--- src/rtl/cpu_pkg.sv ---
// rtl/cpu_pkg.sv - shared widths, entry points and fetch state encoding
package cpu_pkg;

  localparam int AW = 11;
  localparam int IW = 9;

  localparam logic [AW-1:0] PROG0_BASE_DEF = 11'd0;
  localparam logic [AW-1:0] PROG1_BASE_DEF = 11'd512;
  localparam logic [AW-1:0] PROG2_BASE_DEF = 11'd1024;
  localparam logic [AW-1:0] LAST_ADDR_DEF  = 11'd2047;
  localparam logic [IW-1:0] HALT_WORD_DEF  = 9'b111111111;

  typedef enum logic [1:0] {
    ST_IDLE   = 2'd0,
    ST_RUN    = 2'd1,
    ST_HALTED = 2'd2,
    ST_FAULT  = 2'd3
  } fetch_state_e;

endpackage

--- src/rtl/sat_counter16.sv ---
// rtl/sat_counter16.sv - 16-bit up counter with clear that sticks at all-ones
module sat_counter16 (
  input  logic        clk,
  input  logic        reset,
  input  logic        clear,
  input  logic        enable,
  output logic [15:0] count
);

  logic [15:0] count_q, count_d;

  always_comb begin
    count_d = count_q;
    if (clear) begin
      count_d = 16'd0;
    end else if (enable && (count_q != 16'hFFFF)) begin
      count_d = count_q + 16'd1;
    end
  end

  always_ff @(posedge clk) begin
    if (reset) begin
      count_q <= 16'd0;
    end else begin
      count_q <= count_d;
    end
  end

  assign count = count_q;

endmodule

--- src/rtl/fetch_sequencer.sv ---
// rtl/fetch_sequencer.sv - program counter and fetch FSM in front of the instruction ROM
module fetch_sequencer
  import cpu_pkg::*;
#(
  parameter logic [AW-1:0] PROG0_BASE = PROG0_BASE_DEF,
  parameter logic [AW-1:0] PROG1_BASE = PROG1_BASE_DEF,
  parameter logic [AW-1:0] PROG2_BASE = PROG2_BASE_DEF,
  parameter logic [IW-1:0] HALT_WORD  = HALT_WORD_DEF,
  parameter logic [AW-1:0] LAST_ADDR  = LAST_ADDR_DEF
) (
  input  logic          Clk,
  input  logic          Reset,
  input  logic          Start,
  input  logic [1:0]    ProgSel,
  input  logic          Stall,
  input  logic          BranchEn,
  input  logic [AW-1:0] BranchTarget,
  input  logic [IW-1:0] InstIn,
  output logic [AW-1:0] InstAddress,
  output logic          InstValid,
  output logic          Busy,
  output logic          Done,
  output logic          Fault,
  output logic [15:0]   ExecCount
);

  fetch_state_e  state_q, state_d;
  logic [AW-1:0] pc_q, pc_d;
  logic          done_q, done_d;
  logic          fault_q, fault_d;
  logic          cnt_clr;
  logic          is_halt;
  logic          inst_valid;
  logic [AW-1:0] start_base;

  assign is_halt    = (InstIn == HALT_WORD);
  assign inst_valid = (state_q == ST_RUN) && !Stall && !is_halt;

  always_comb begin
    case (ProgSel)
      2'd0:    start_base = PROG0_BASE;
      2'd1:    start_base = PROG1_BASE;
      default: start_base = PROG2_BASE;
    endcase
  end

  // Stall > halt > branch > overrun > increment; Start only matters outside RUN.
  always_comb begin
    state_d = state_q;
    pc_d    = pc_q;
    done_d  = done_q;
    fault_d = fault_q;
    cnt_clr = 1'b0;
    case (state_q)
      ST_RUN: begin
        if (!Stall) begin
          if (is_halt) begin
            state_d = ST_HALTED;
            done_d  = 1'b1;
          end else if (BranchEn) begin
            pc_d = BranchTarget;
          end else if (pc_q == LAST_ADDR) begin
            state_d = ST_FAULT;
            fault_d = 1'b1;
          end else begin
            pc_d = pc_q + 1'b1;
          end
        end
      end
      default: begin
        if (Start) begin
          done_d = 1'b0;
          if (ProgSel != 2'd3) begin
            state_d = ST_RUN;
            pc_d    = start_base;
            fault_d = 1'b0;
            cnt_clr = 1'b1;
          end else begin
            state_d = ST_FAULT;
            fault_d = 1'b1;
          end
        end
      end
    endcase
  end

  always_ff @(posedge Clk) begin
    if (Reset) begin
      state_q <= ST_IDLE;
      pc_q    <= '0;
      done_q  <= 1'b0;
      fault_q <= 1'b0;
    end else begin
      state_q <= state_d;
      pc_q    <= pc_d;
      done_q  <= done_d;
      fault_q <= fault_d;
    end
  end

  sat_counter16 u_exec_count (
    .clk    (Clk),
    .reset  (Reset),
    .clear  (cnt_clr),
    .enable (inst_valid),
    .count  (ExecCount)
  );

  assign InstAddress = pc_q;
  assign InstValid   = inst_valid;
  assign Busy        = (state_q == ST_RUN);
  assign Done        = done_q;
  assign Fault       = fault_q;

endmodule

--- config.mk ---
export PLATFORM = sky130hd
export DESIGN_NAME = fetch_sequencer
export DESIGN_NICKNAME = d
export VERILOG_FILES = /design/src/rtl/cpu_pkg.sv /design/src/rtl/sat_counter16.sv /design/src/rtl/fetch_sequencer.sv
export SDC_FILE = /design/constraint.sdc
export NUM_CORES = 1
export LEC_CHECK = 0
export ABC_AREA = 1
export CAP_MARGIN = 5
export CORE_MARGIN = 4
export CORE_UTILIZATION = 41
export CTS_CLUSTER_DIAMETER = 60
export DETAILED_ROUTE_END_ITERATION = 8
export DONT_BUFFER_PORTS = 1
export PLACE_DENSITY = 0.53
export SYNTH_ARGS = -nofsm -noshare
export SYNTH_HDL_FRONTEND = slang
export SYNTH_SLANG_ARGS = --single-unit
export TNS_END_PERCENT = 10
--- constraint.sdc ---
create_clock -name Clk -period 2.9 [get_ports Clk]
set_input_delay 0.58 -clock Clk [delete_from_list [all_inputs] [get_ports Clk]]
set_output_delay 0.58 -clock Clk [all_outputs]
set_load 0.02 [all_outputs]
# Word-level counts from Yosys, hierarchy flattened
# Cells that the tools add are included.
[op_classes] magnitude_cmp=0 multipliers=0 div=0 n_reduce_logical=13 mux=29 bitwise_logic=0 eq_ne=14 add_sub_neg=2 shift=0
[op_table] op="11-bit two-way mux" count=7
[op_table] op="11-bit one-hot mux with 2 select lines" count=1
[op_table] op="16-bit by 1-bit adder with 16-bit output (second input constant)" count=1
[op_table] op="16-bit inequality test (second input constant)" count=1
[op_table] op="1-bit two-way mux" count=14
[op_table] op="2-bit two-way mux" count=7
[op_table] op="11-bit by 1-bit adder with 11-bit output (second input constant)" count=1
[op_table] op="11-bit equality test (second input constant)" count=1
[op_table] op="5-bit AND reduction" count=2
[op_table] op="9-bit equality test (second input constant)" count=1
[op_table] op="2-bit inequality test (second input constant)" count=4
[op_table] op="2-bit by 1-bit equality test with 1-bit output (second input constant)" count=2
[op_table] op="2-bit by 1-bit inequality test with 1-bit output (second input constant)" count=2
[op_table] op="4-bit AND reduction" count=1
[op_table] op="2-bit nonzero test" count=2
[op_table] op="1-bit logical AND" count=3
[op_table] op="3-bit by 1-bit inequality test with 1-bit output (second input constant)" count=1
[op_table] op="3-bit by 2-bit inequality test with 1-bit output (second input constant)" count=1
[op_table] op="3-bit inequality test (second input constant)" count=1
[op_table] op="3-bit AND reduction" count=1
[op_table] op="1-bit zero test" count=2
[op_table] op="2-bit zero test" count=1
[op_table] op="2-bit OR reduction" count=1
[totals] latch_bits=0 regBits=31 mem_bits_rw=0 out_inout_bits=31 inputBits=27 word_cells=63 romBits=0 mem_count=0

# Logic depth before layout (Yosys ltp)
# Gate-level depths: netlist (run 1).
[depth] depth_word=6 mapped_depth=10 ltp_nobuf=10

# Modules after synthesis
# From an unflattened synthesis (run 1), not the netlist that was laid out.
[hier_totals] hier_cells=360 hier_area_um2=2224.6
[modules_own_cells] mod="fetch_sequencer" area_per_inst_um2=1219.9 n_inst=1 cells_per_inst=204 seq_area_each_um2=300.3
[modules_own_cells] mod="sat_counter16" area_per_inst_um2=1004.7 n_inst=1 cells_per_inst=156 seq_area_each_um2=320.3

# Worst setup path before layout (run 1)
# OpenSTA, ideal clock, no wires.
[synth_timing] kind="register -> register" start="reg u_exec_count.count_q[0] (netlist: u_exec_count.count[0])" end="reg u_exec_count.count_q[4] (netlist: u_exec_count.count[4])" synth_period_minus_slack_ns=1.680 path_slack_ns=1.220 t_required_ns=2.785 t_arrival_ns=1.564 stages_incl_launch_ff=10 path_buffers=1 setup_ns=0.115 path_cell_list="dfxtp_1 > ha_1 > nand2_1 > nor2_4 > nand2_2 > nor2_2 > nor2_2 > buf_4 > a21oi_1 > nor2_1"
[synth_via] elab_chain_cells=2 word_cells_on_any_way=3 cone_classes="add/sub: 1; eq/ne: 1; reduce/logical: 1"
[synth_rtl] item="from (decl)" line_no="sat_counter16.sv:10" source="logic [15:0] count_q, count_d;"
[synth_rtl] item="from (signal assigned)" line_no="sat_counter16.sv:25" source="count_q <= count_d;"
[synth_rtl] item="branches (longest 2 deep; another with 16-bit by 1-bit adder with 16-bit output)"
# Several ways; the timed one is not identified.
# A chain may end at the register's enable or synchronous reset.

# Worst setup path in the final report (run 1)
[layout_timing] start="reg u_exec_count.count_q[0] (netlist: u_exec_count.count[0])" end="reg u_exec_count.count_q[12] (netlist: u_exec_count.count[12])"
# The elaborated chain is that of the path after synthesis.

==> results of run 1 <==
Yosys cell counts (3+ instances only):
master	number
inv_1	30
nand2_2	3
a21oi_1	16
nor2_1	53
nand2_1	124
a21oi_2	3
inv_2	7
nor2_4	3
dfxtp_1	31
nand4_1	8
o21ai_0	9
xnor2_1	5
nand3_1	25
buf_6	3
nor2_2	4
state kept, by name, indices dropped and copies added, names as in the netlist:
name and cells:
Done 1, Fault 1, InstAddress 11, state_q 2, u_exec_count.count 16
area by class of cell:
cell class,instances,share of cell area
timing repair buffer,1,0.003359
clock buffer,7,0.04311
tap,67,0.03751
clock inverter,1,0.003359
sequential,31,0.2777
inverter,37,0.06215
multi-input combinational,266,0.5728
power by group through the flow:
stage	combinational, W	sequential (W)	clock, W
after floorplan	0.000191	0.000532	0
after global placement	0.000217	0.000546	0
after detailed placement	0.000217	0.000546	0
after CTS	0.000219	0.000536	0.000409
after global routing	0.000258	0.000542	0.000427
final	0.000218	0.000535	0.000391
metal layers:
metal	vias to the layer above	GRT usage
li1	1074	-
met1	873	0.2521
met2	53	0.2584
met3	8	0.06546
met4	0	0.05155
met5	-	0
placed cells by master (no fill, tap or decap), drive strengths merged, types with 5 or more instances in the layout:
| cell type | n |
|---|---|
| clkbuf | 7 |
| nand4 | 9 |
| a21oi | 20 |
| o21ai | 10 |
| dfxtp | 31 |
| xnor2 | 5 |
| nand3 | 27 |
| nand2 | 128 |
| inv | 37 |
| nor2 | 61 |
cell families (layout without fill, tap and decap cells):
logic type                 after synthesis  count (layout)  synth area share
buffers and inverters                   43              46           0.09042
adders and majority gates                2               2           0.01197
xor gates and xnor gates                 7               7           0.02934
and+or+nand+nor                        226             226            0.4796
DFF                                     31              31            0.2970
AOI/OAI and AO/OA                       31              31           0.09162
final timing paths:
| check | start | end | slack (ns) | cells past startpoint |
|---|---|---|---|---|
| worst min-delay path | Reset | Done | 0.36 | 1 |
| worst min register to register | state_q[1] | state_q[1] | 0.52 | 2 |
| worst max-delay path | u_exec_count.count[0] | u_exec_count.count[12] | 0.83 | 10 |
| worst max register to register | u_exec_count.count[0] | u_exec_count.count[12] | 0.83 | 10 |
stage by stage:
stage	instances	hold slack (ns)	power (W)
floorplan	340	0.5038	0.0007234
global placement	402	0.5171	0.0007624
detailed placement	402	0.5211	0.0007631
CTS	410	0.3470	0.001164
global route	410	0.3584	0.001227
finish	410	0.3595	0.001144
worst max-delay path: cells and delay by family, from the launching register on:
kind | cells | cell delay [ns]
simple gates | 6 | 0.62
flops | 1 | 0.54
buf+inv | 2 | 0.40
fa+ha+maj | 1 | 0.30
compound gates | 1 | 0.14
==> flow_summary_export.csv, run 1 <==
group,metric,value,unit
clock_network,cts_resized,0,
yosys,yosysUniqueCellTypes,29,
routing,drc,0,
pwr,power_frac_seq,0.467,
grt,grt_max_degree,22,
routing,postRouteAntennaNets,0,
die,ios,58,
yosys,ys_top_cells_by_area,"dfxtp_1 (30%), nand2_1 (22%), nor2_1 (9.5%), nand3_1 (6.0%), inv_1 (5.4%)",
pwr,p_leak,0.9227,nW
layout,antennaDiodeCount,0,
clock_network,cts_buffer_depth,2,
critical_path,worstPathArrival,2.29,ns
critical_path,crit_slowest_cell,"dfxtp_1",
grt,grtUsageTotal,0.1804,
clock_network,cts_buffers,5,
die,core,4817,sq um
pwr,sw_frac_of_total,0.3514,
clock_network,cts_tree,"done",
routing,met3_length,427,um
sta,rsz0062_at_grt,"no",
placement,hpwl,4007,um
pwr,clockPowerShare,0.342,
critical_path,cpPeakStageDelay,0.54,ns
routing,drt_iter0_drc,102,
pwr,combPwrFrac,0.191,
critical_path,cp_max_fo,21,
critical_path,critical_path_class,"flop to flop",
sta,fin_skew,0.007885,ns
sta,setup_tns,0,ns
layout,layout-drive-gt1-share,0.1050,
pwr,ir_drop,0.2067,mV
routing,via_per_inst,4.898,
routing,drt-total-wl,5337,um
die,dieArea,6303,sq um
yosys,ys.warnings.count,0,
clock_network,clk_transition_reported_paths,0.07,ns
yosys,syn_avg_cell_area,6.146,sq um
yosys,yosysTopAreaCellShare,0.2970,
min_path,hold_path.class,"input port to flop",
layout,multi_input_area,1280,sq um
grt,antenna_found_initial,0,
sta,period_needed,2.074,ns
die,rows,25,
sta,post-route-period-util,0.7153,
layout,finish.utilization,0.4639,
pwr,pwr_density_cell,511.9,nW/um^2
critical_path,startpoint_type,"flop",
sta,setup_viol,0,
clock_network,insertion_delay,0.29,ns
critical_path,crit_path_end_kind,"flop",
grt,gr-total-overflow,0,
sta,slew_headroom,0.7127,
yosys,async_reset_ff_frac,0,
pwr,power.switching,0.0004020,W
critical_path,crit_required,3.12,ns
placement,port_buffers,0,
die,chipHeight,79.39,um
clock_network,hold_buffers,0,
run_status,outcome,"complete, no violations",
grt,grt_pass1_wl,9004,um
sta,tightestPinTransition,0.4305,ns
clock_network,clkSinkCount,31,
sta,hold_viol,0,
yosys,synthFlopType,"dfxtp_1",
die,initial_core_util,0.4338,
routing,dr.pass1.iters,4,
routing,maxUsedRoutingLayer,"met4",
sta,fmax,482.1,MHz
yosys,ys_seq_area_frac,0.2970,
layout,fill_cells,559,
layout,nets,371,
clock_network,h-tree-depth,2,
routing,num_vias,2008,
sta,drv_slew,0,
job,maxCapViolCount,0,
routing,dr_wl_met2,2129,um
yosys,synth_edf_count,0,
die,die_x,79.39,um
pwr,p_int,0.0007419,W
yosys,syn-num-nets,369,
placement,dpl_worst_slack,0.8310,ns
yosys,ys_ff_latch,31,
clock_network,cts_root_buf,"clkbuf_8",
critical_path,path_cells,"ha_1 > nand2_1 > nor2_4 > nand2_2 > nor2_2 > nor2_2 > buf_4 > inv_2 > nand2_1 > a21oi_2",
yosys,synth_cells,340,
layout,postLayoutCellArea,2235,sq um
yosys,synth_area,2090,sq um
yosys,netlist.top_cell.by_area,"dfxtp_1",
placement,placed_cell_area,2131,sq um
layout,final-seq-area,620.6,sq um
clock_network,postCtsSetupRepairBufs,0,
layout,syn_to_final_growth,6.946,%
grt,grt_pass1_vias,1849,
routing,wire_per_inst,13.02,um
sta,fin_ws,0.8257,ns
placement,routabilityCongestion,0.8431,
routing,drt-met1-wl,2706,um
Note: power is estimated with default switching activity, not from simulation.
==> run 2: changes to the inputs <==
--- a/config.mk
+++ b/config.mk
@@ -12,7 +12,7 @@
 export CTS_CLUSTER_DIAMETER = 60
 export DETAILED_ROUTE_END_ITERATION = 8
 export DONT_BUFFER_PORTS = 1
-export PLACE_DENSITY = 0.53
+export PLACE_DENSITY = 0.55
 export SYNTH_ARGS = -nofsm -noshare
 export SYNTH_HDL_FRONTEND = slang
 export SYNTH_SLANG_ARGS = --single-unit
==> constraint.sdc (replaced) <==
create_clock -name Clk -period 1.8 [get_ports Clk]
set_input_delay 0.36 -clock Clk [delete_from_list [all_inputs] [get_ports Clk]]
set_output_delay 0.36 -clock Clk [all_outputs]
set_load 0.02 [all_outputs]
==> flow_summary_export.csv, run 2 (synthesized netlist as in run 1, its figures left out) <==
group,metric,value,unit
clock_network,cts_root_buf,"clkbuf_8",
critical_path,worstReg2RegEnd,"u_exec_count.count[1]",
clock_network,clk_transition_reported_paths,0.07,ns
routing,via_per_inst,4.893,
min_path,whs_path_depth,1,
sta,hold_viol,0,
clock_network,cts_buffers,5,
sta,fin_skew,0.009207,ns
layout,layout-drive-gt1-share,0.1747,
placement,dpl_worst_slack,0.1953,ns
sta,fin_ws,0.1677,ns
job,maxCapViolCount,0,
sta,period_needed,1.632,ns
pwr,clockPowerShare,0.365,
sta,drv_slew,0,
critical_path,startpoint_type,"flop",
sta,tightestPinTransition,0.4486,ns
critical_path,worstPathArrival,1.81,ns
clock_network,cts_tree,"done",
sta,setup_tns,0,ns
die,initial_core_util,0.4338,
pwr,power_frac_seq,0.389,
grt,gr-total-overflow,0,
layout,layout_common_cells,"nand2_1 (124), nor2_1 (53), dfxtp_1 (31)",
layout,largest_reg_flops,16,
routing,drt_iter0_drc,127,
critical_path,crit_required,1.98,ns
layout,final_common_cell,"nand2_1",
die,dieArea,6303,sq um
pwr,sw_frac_of_total,0.3301,
run_status,outcome,"complete, no violations",
pwr,p_int,0.001349,W
placement,port_buffers,0,
pwr,combPwrFrac,0.246,
routing,postRouteAntennaNets,0,
routing,drt-total-wl,5600,um
clock_network,insertion_delay,0.29,ns
critical_path,cp_max_fo,9,
grt,grt_max_degree,17,
placement,routabilityCongestion,0.8116,
die,ios,58,
die,rows,25,
die,core,4817,sq um
grt,grt_pass1_wl,9294,um
sta,slew_headroom,0.7006,
critical_path,critical_path_class,"flop to flop",
clock_network,clkSinkCount,31,
sta,setup_viol,0,
grt,antenna_found_initial,0,
placement,hpwl,4340,um
grt,grtUsageTotal,0.1899,
die,chipHeight,79.39,um
min_path,hold_path.class,"input port to flop",
min_path,min_from,"Reset",
clock_network,h-tree-depth,2,
routing,wire_per_inst,12.76,um
sta,whs,0.1294,ns
layout,antennaDiodeCount,0,
pwr,power.switching,0.0006648,W
layout,syn_to_final_growth,18.14,%
clock_network,postCtsSetupRepairBufs,0,
die,die_x,79.39,um
sta,fmax,612.6,MHz
critical_path,r2r_start,"u_exec_count.count[0]",
routing,dr.pass1.iters,4,
pwr,ir_drop,0.3407,mV
critical_path,r2r_slack,0.17,ns
min_path,min_to,"Done",
critical_path,crit_path_end_kind,"flop",
routing,num_vias,2148,
pwr,p_leak,1.090,nW
layout,nets,400,
grt,grt_pass1_vias,1959,
critical_path,reg2reg_depth,9,
clock_network,cts_buffer_depth,2,
routing,drc,0,
sta,rsz0062_at_grt,"no",
sta,post-route-period-util,0.9068,
pwr,pwr_density_cell,815.8,nW/um^2
==> run 2: changes by cell type in the layout (fill, tap and decap cells not counted) <==
| cell | delta |
|---|---|
| clkinv_2 | +1 |
| inv_2 | -1 |
| clkinvlp_4 | -1 |
| buf_4 | +29 |
| clkbuf_8 | -1 |
| bufinv_16 | +1 |
| inv_4 | +1 |
==> run 2: layer usage <==
metal / global-route usage / share of wire
met1: 0.2621 / 0.51
met2: 0.2761 / 0.40
met3: 0.06321 / 0.081
met4: 0.06357 / 0.012
met5: 0 / 0
==> run 2: cell type report <==
class | instances | area [sq um]
fillers | 518 | 2349
clock inverters | 2 | 35.03
well taps | 67 | 83.83
flip-flops and latches | 31 | 620.6
clock buffers | 6 | 82.58
inverters | 37 | 141.4
repair buffers | 30 | 225.2
multi-input cells | 266 | 1280
==> run 2: repair_timing <==
item,4_1_cts,5_1_grt
resized for setup,0,1
hold buffers,0,0
setup endpoints to repair,0,1
endpoints found under the hold margin,0,0
==> run 2: through the flow <==
step,utilization,cells,area [sq um],total power (W)
4_1_cts,0.5119,439,2466,0.002036
5_1_grt,0.5125,439,2469,0.002144
2_1_floorplan,-,340,2090,0.001165
6_report,0.5125,439,2469,0.002014
3_3_place_gp,0.4875,431,2349,0.001289
3_5_place_dp,0.4875,431,2349,0.001294
==> run 2: power by group through the flow <==
stage / clock network [W] / logic (W) / registers, W
after CTS: 0.000756 / 0.000496 / 0.000784
after detailed placement: 0 / 0.000493 / 0.000800
final: 0.000735 / 0.000495 / 0.000783
after floorplan: 0 / 0.000308 / 0.000857
after global routing: 0.000788 / 0.000566 / 0.000790
after global placement: 0 / 0.000490 / 0.000799
==> run 2: worst max path at each step <==
stage	start	end	slack [ns]	cells past startpoint
2_1_floorplan	u_exec_count.count[0]	u_exec_count.count[4]	0.12	9
4_1_cts	state_q[1]	InstValid	0.16	5
5_1_grt	u_exec_count.count[0]	u_exec_count.count[1]	0.03	9
3_5_place_dp	u_exec_count.count[0]	u_exec_count.count[12]	0.20	9
3_3_place_gp	u_exec_count.count[0]	u_exec_count.count[12]	0.26	9
6_report	u_exec_count.count[0]	u_exec_count.count[1]	0.17	9
==> run 2: critical path, stage by stage, from the launching register on <==
cell and delay, ns:
dfxtp_1 0.34, ha_1 0.24, nand2_1 0.13, nor2_4 0.14, nand2_2 0.09, nor2_2 0.12
nor2_2 0.07, buf_4 0.17, o21ai_0 0.16, nor2_1 0.05
==> run 3: changes to the inputs <==
--- a/config.mk
+++ b/config.mk
@@ -12,6 +12,7 @@
 export CTS_CLUSTER_DIAMETER = 60
 export DETAILED_ROUTE_END_ITERATION = 8
 export DONT_BUFFER_PORTS = 1
+export MAX_ROUTING_LAYER = met4
 export PLACE_DENSITY = 0.55
 export SYNTH_ARGS = -nofsm -noshare
 export SYNTH_HDL_FRONTEND = slang
==> flow_summary_export.csv, run 3 (synthesized netlist as in run 1, its figures left out) <==
group,metric,value,unit
placement,routabilityCongestion,0.8235,
pwr,combPwrFrac,0.246,
layout,postLayoutCellArea,2469,sq um
min_path,min_to,"Done",
pwr,power_frac_seq,0.389,
sta,tightestPinTransition,0.4480,ns
routing,drt_iter0_drc,122,
pwr,p_leak,1.090,nW
layout,final_common_cell,"nand2_1",
critical_path,cpLargestDelayFamily,"simple AND/OR/NAND/NOR gates",
sta,slew_headroom,0.7010,
layout,largest_reg_flops,16,
clock_network,clk_transition_reported_paths,0.07,ns
run_status,outcome,"complete, no violations",
sta,drv_slew,0,
min_path,whs_path_depth,1,
critical_path,startpoint_type,"flop",
pwr,finalPower,0.002014,W
die,ios,58,
critical_path,crit_required,1.98,ns
clock_network,cts_root_buf,"clkbuf_8",
layout,syn_to_final_growth,18.14,%
sta,fmax,613.7,MHz
sta,setup_viol,0,
sta,post-route-period-util,0.9053,
clock_network,cts_buffer_depth,2,
layout,nets,400,
critical_path,r2r_start,"u_exec_count.count[0]",
pwr,ir_drop,0.3402,mV
min_path,hold_path.class,"input port to flop",
sta,rsz0062_at_grt,"no",
critical_path,crit_path_frequent_cell,"nor2_2",
layout,finish.utilization,0.5125,
pwr,clockPowerShare,0.365,
pwr,sw_frac_of_total,0.3301,
sta,fin_skew,0.009451,ns
clock_network,insertion_delay,0.29,ns
placement,port_buffers,0,
min_path,min_from,"Reset",
job,maxCapViolCount,0,
clock_network,clkSinkCount,31,
critical_path,crit_path_end_kind,"flop",
grt,grtUsageTotal,0.1955,
die,chipHeight,79.39,um
critical_path,critPathBufInv,1,
die,initial_core_util,0.4338,
placement,hpwl,4340,um
sta,hold_viol,0,
critical_path,crit_slowest_cell,"dfxtp_1",
clock_network,hold_buffers,0,
layout,antennaDiodeCount,0,
die,dieArea,6303,sq um
critical_path,worstReg2RegEnd,"u_exec_count.count[1]",
die,die_x,79.39,um
routing,drt-total-wl,5602,um
layout,fill_cells,518,
grt,grt_pass1_vias,1958,
placement,placed_cell_area,2349,sq um
sta,period_needed,1.630,ns
routing,postRouteAntennaNets,0,
routing,via_per_inst,4.900,
routing,num_vias,2151,
clock_network,cts_tree,"done",
die,rows,25,
clock_network,h-tree-depth,2,
critical_path,r2r_slack,0.17,ns
critical_path,worstPathArrival,1.81,ns
critical_path,reg2reg_depth,9,
routing,drc,0,
pwr,pwr_density_cell,815.8,nW/um^2
pwr,p_int,0.001349,W
critical_path,cpPeakStageDelay,0.34,ns
die,core,4817,sq um
grt,grt_pass1_wl,9321,um
sta,whs,0.1296,ns
sta,setup_tns,0,ns
layout,layout-drive-gt1-share,0.1747,
clock_network,cts_buffers,5,
critical_path,path_cells,"ha_1 > nand2_1 > nor2_4 > nand2_2 > nor2_2 > nor2_2 > buf_4 > o21ai_0 > nor2_1",
critical_path,cp_max_fo,9,
grt,grt_max_degree,17,
grt,antenna_found_initial,0,
pwr,power.switching,0.0006648,W
critical_path,critical_path_class,"flop to flop",
routing,dr.pass1.iters,4,
routing,wire_per_inst,12.76,um
layout,layout_common_cells,"nand2_1 (124), nor2_1 (53), dfxtp_1 (31)",
grt,gr-total-overflow,0,
run 3: cell counts in the layout (fill, tap and decap cells not counted):
Identical to the previous run, type by type.
run 3: routing by layer:
| layer | routed length, um | vias up | track usage |
|---|---|---|---|
| met3 | 416 | 7 | 0.05530 |
| met4 | 65 | 0 | 0.06357 |
| met1 | 2919 | 958 | 0.2683 |
| li1 | - | 1129 | - |
| met5 | 0 | - | - |
| met2 | 2200 | 57 | 0.2761 |
run 3: area by class of cell:
type                    count  area [sq um]  area share
multi-input cells         266          1280      0.5185
flip-flops and latches     31         620.6      0.2514
repair buffers             30         225.2     0.09123
inverters                  37         141.4     0.05727
well taps                  67         83.83     0.03396
clock buffers               6         82.58     0.03345
clock inverters             2         35.03     0.01419
run 3: how the worst max path moves through the flow:
stage / depth (start not counted) / end / startpoint / slack (ns)
after floorplan: 9 / u_exec_count.count[4] / u_exec_count.count[0] / 0.12
after global placement: 9 / u_exec_count.count[12] / u_exec_count.count[0] / 0.26
after detailed placement: 9 / u_exec_count.count[12] / u_exec_count.count[0] / 0.20
after CTS: 5 / InstValid / state_q[1] / 0.16
after global routing: 9 / u_exec_count.count[1] / u_exec_count.count[0] / 0.03
final: 9 / u_exec_count.count[1] / u_exec_count.count[0] / 0.17
run 3: power groups by stage:
| stage | sequential (W) | clock (W) | combinational (W) |
|---|---|---|---|
| finish | 0.000783 | 0.000735 | 0.000496 |
| global route | 0.000790 | 0.000790 | 0.000566 |
| CTS | 0.000784 | 0.000756 | 0.000496 |
| detailed placement | 0.000800 | 0 | 0.000493 |
| global placement | 0.000799 | 0 | 0.000490 |
| floorplan | 0.000857 | 0 | 0.000308 |
run 3: worst register-to-register path, delay by kind of cell (launching register included):
kind / cells / cell delay (ns)
AOI/OAI and AO/OA: 1 / 0.16
adders and majority gates: 1 / 0.24
buffers and inverters: 1 / 0.17
DFF: 1 / 0.34
and+or+nand+nor: 6 / 0.61
run 3: what timing repair did:
item / CTS / global route
endpoints found under the setup margin: 0 / 1
endpoints found under the hold margin: 0 / 0
gates resized for setup: 0 / 1
setup buffers: 0 / 0
run 3: stage by stage:
step	instances	setup slack, ns
2_1_floorplan	340	0.1203
3_3_place_gp	431	0.2642
3_5_place_dp	431	0.1953
4_1_cts	439	0.1613
5_1_grt	439	0.03018
6_report	439	0.1704
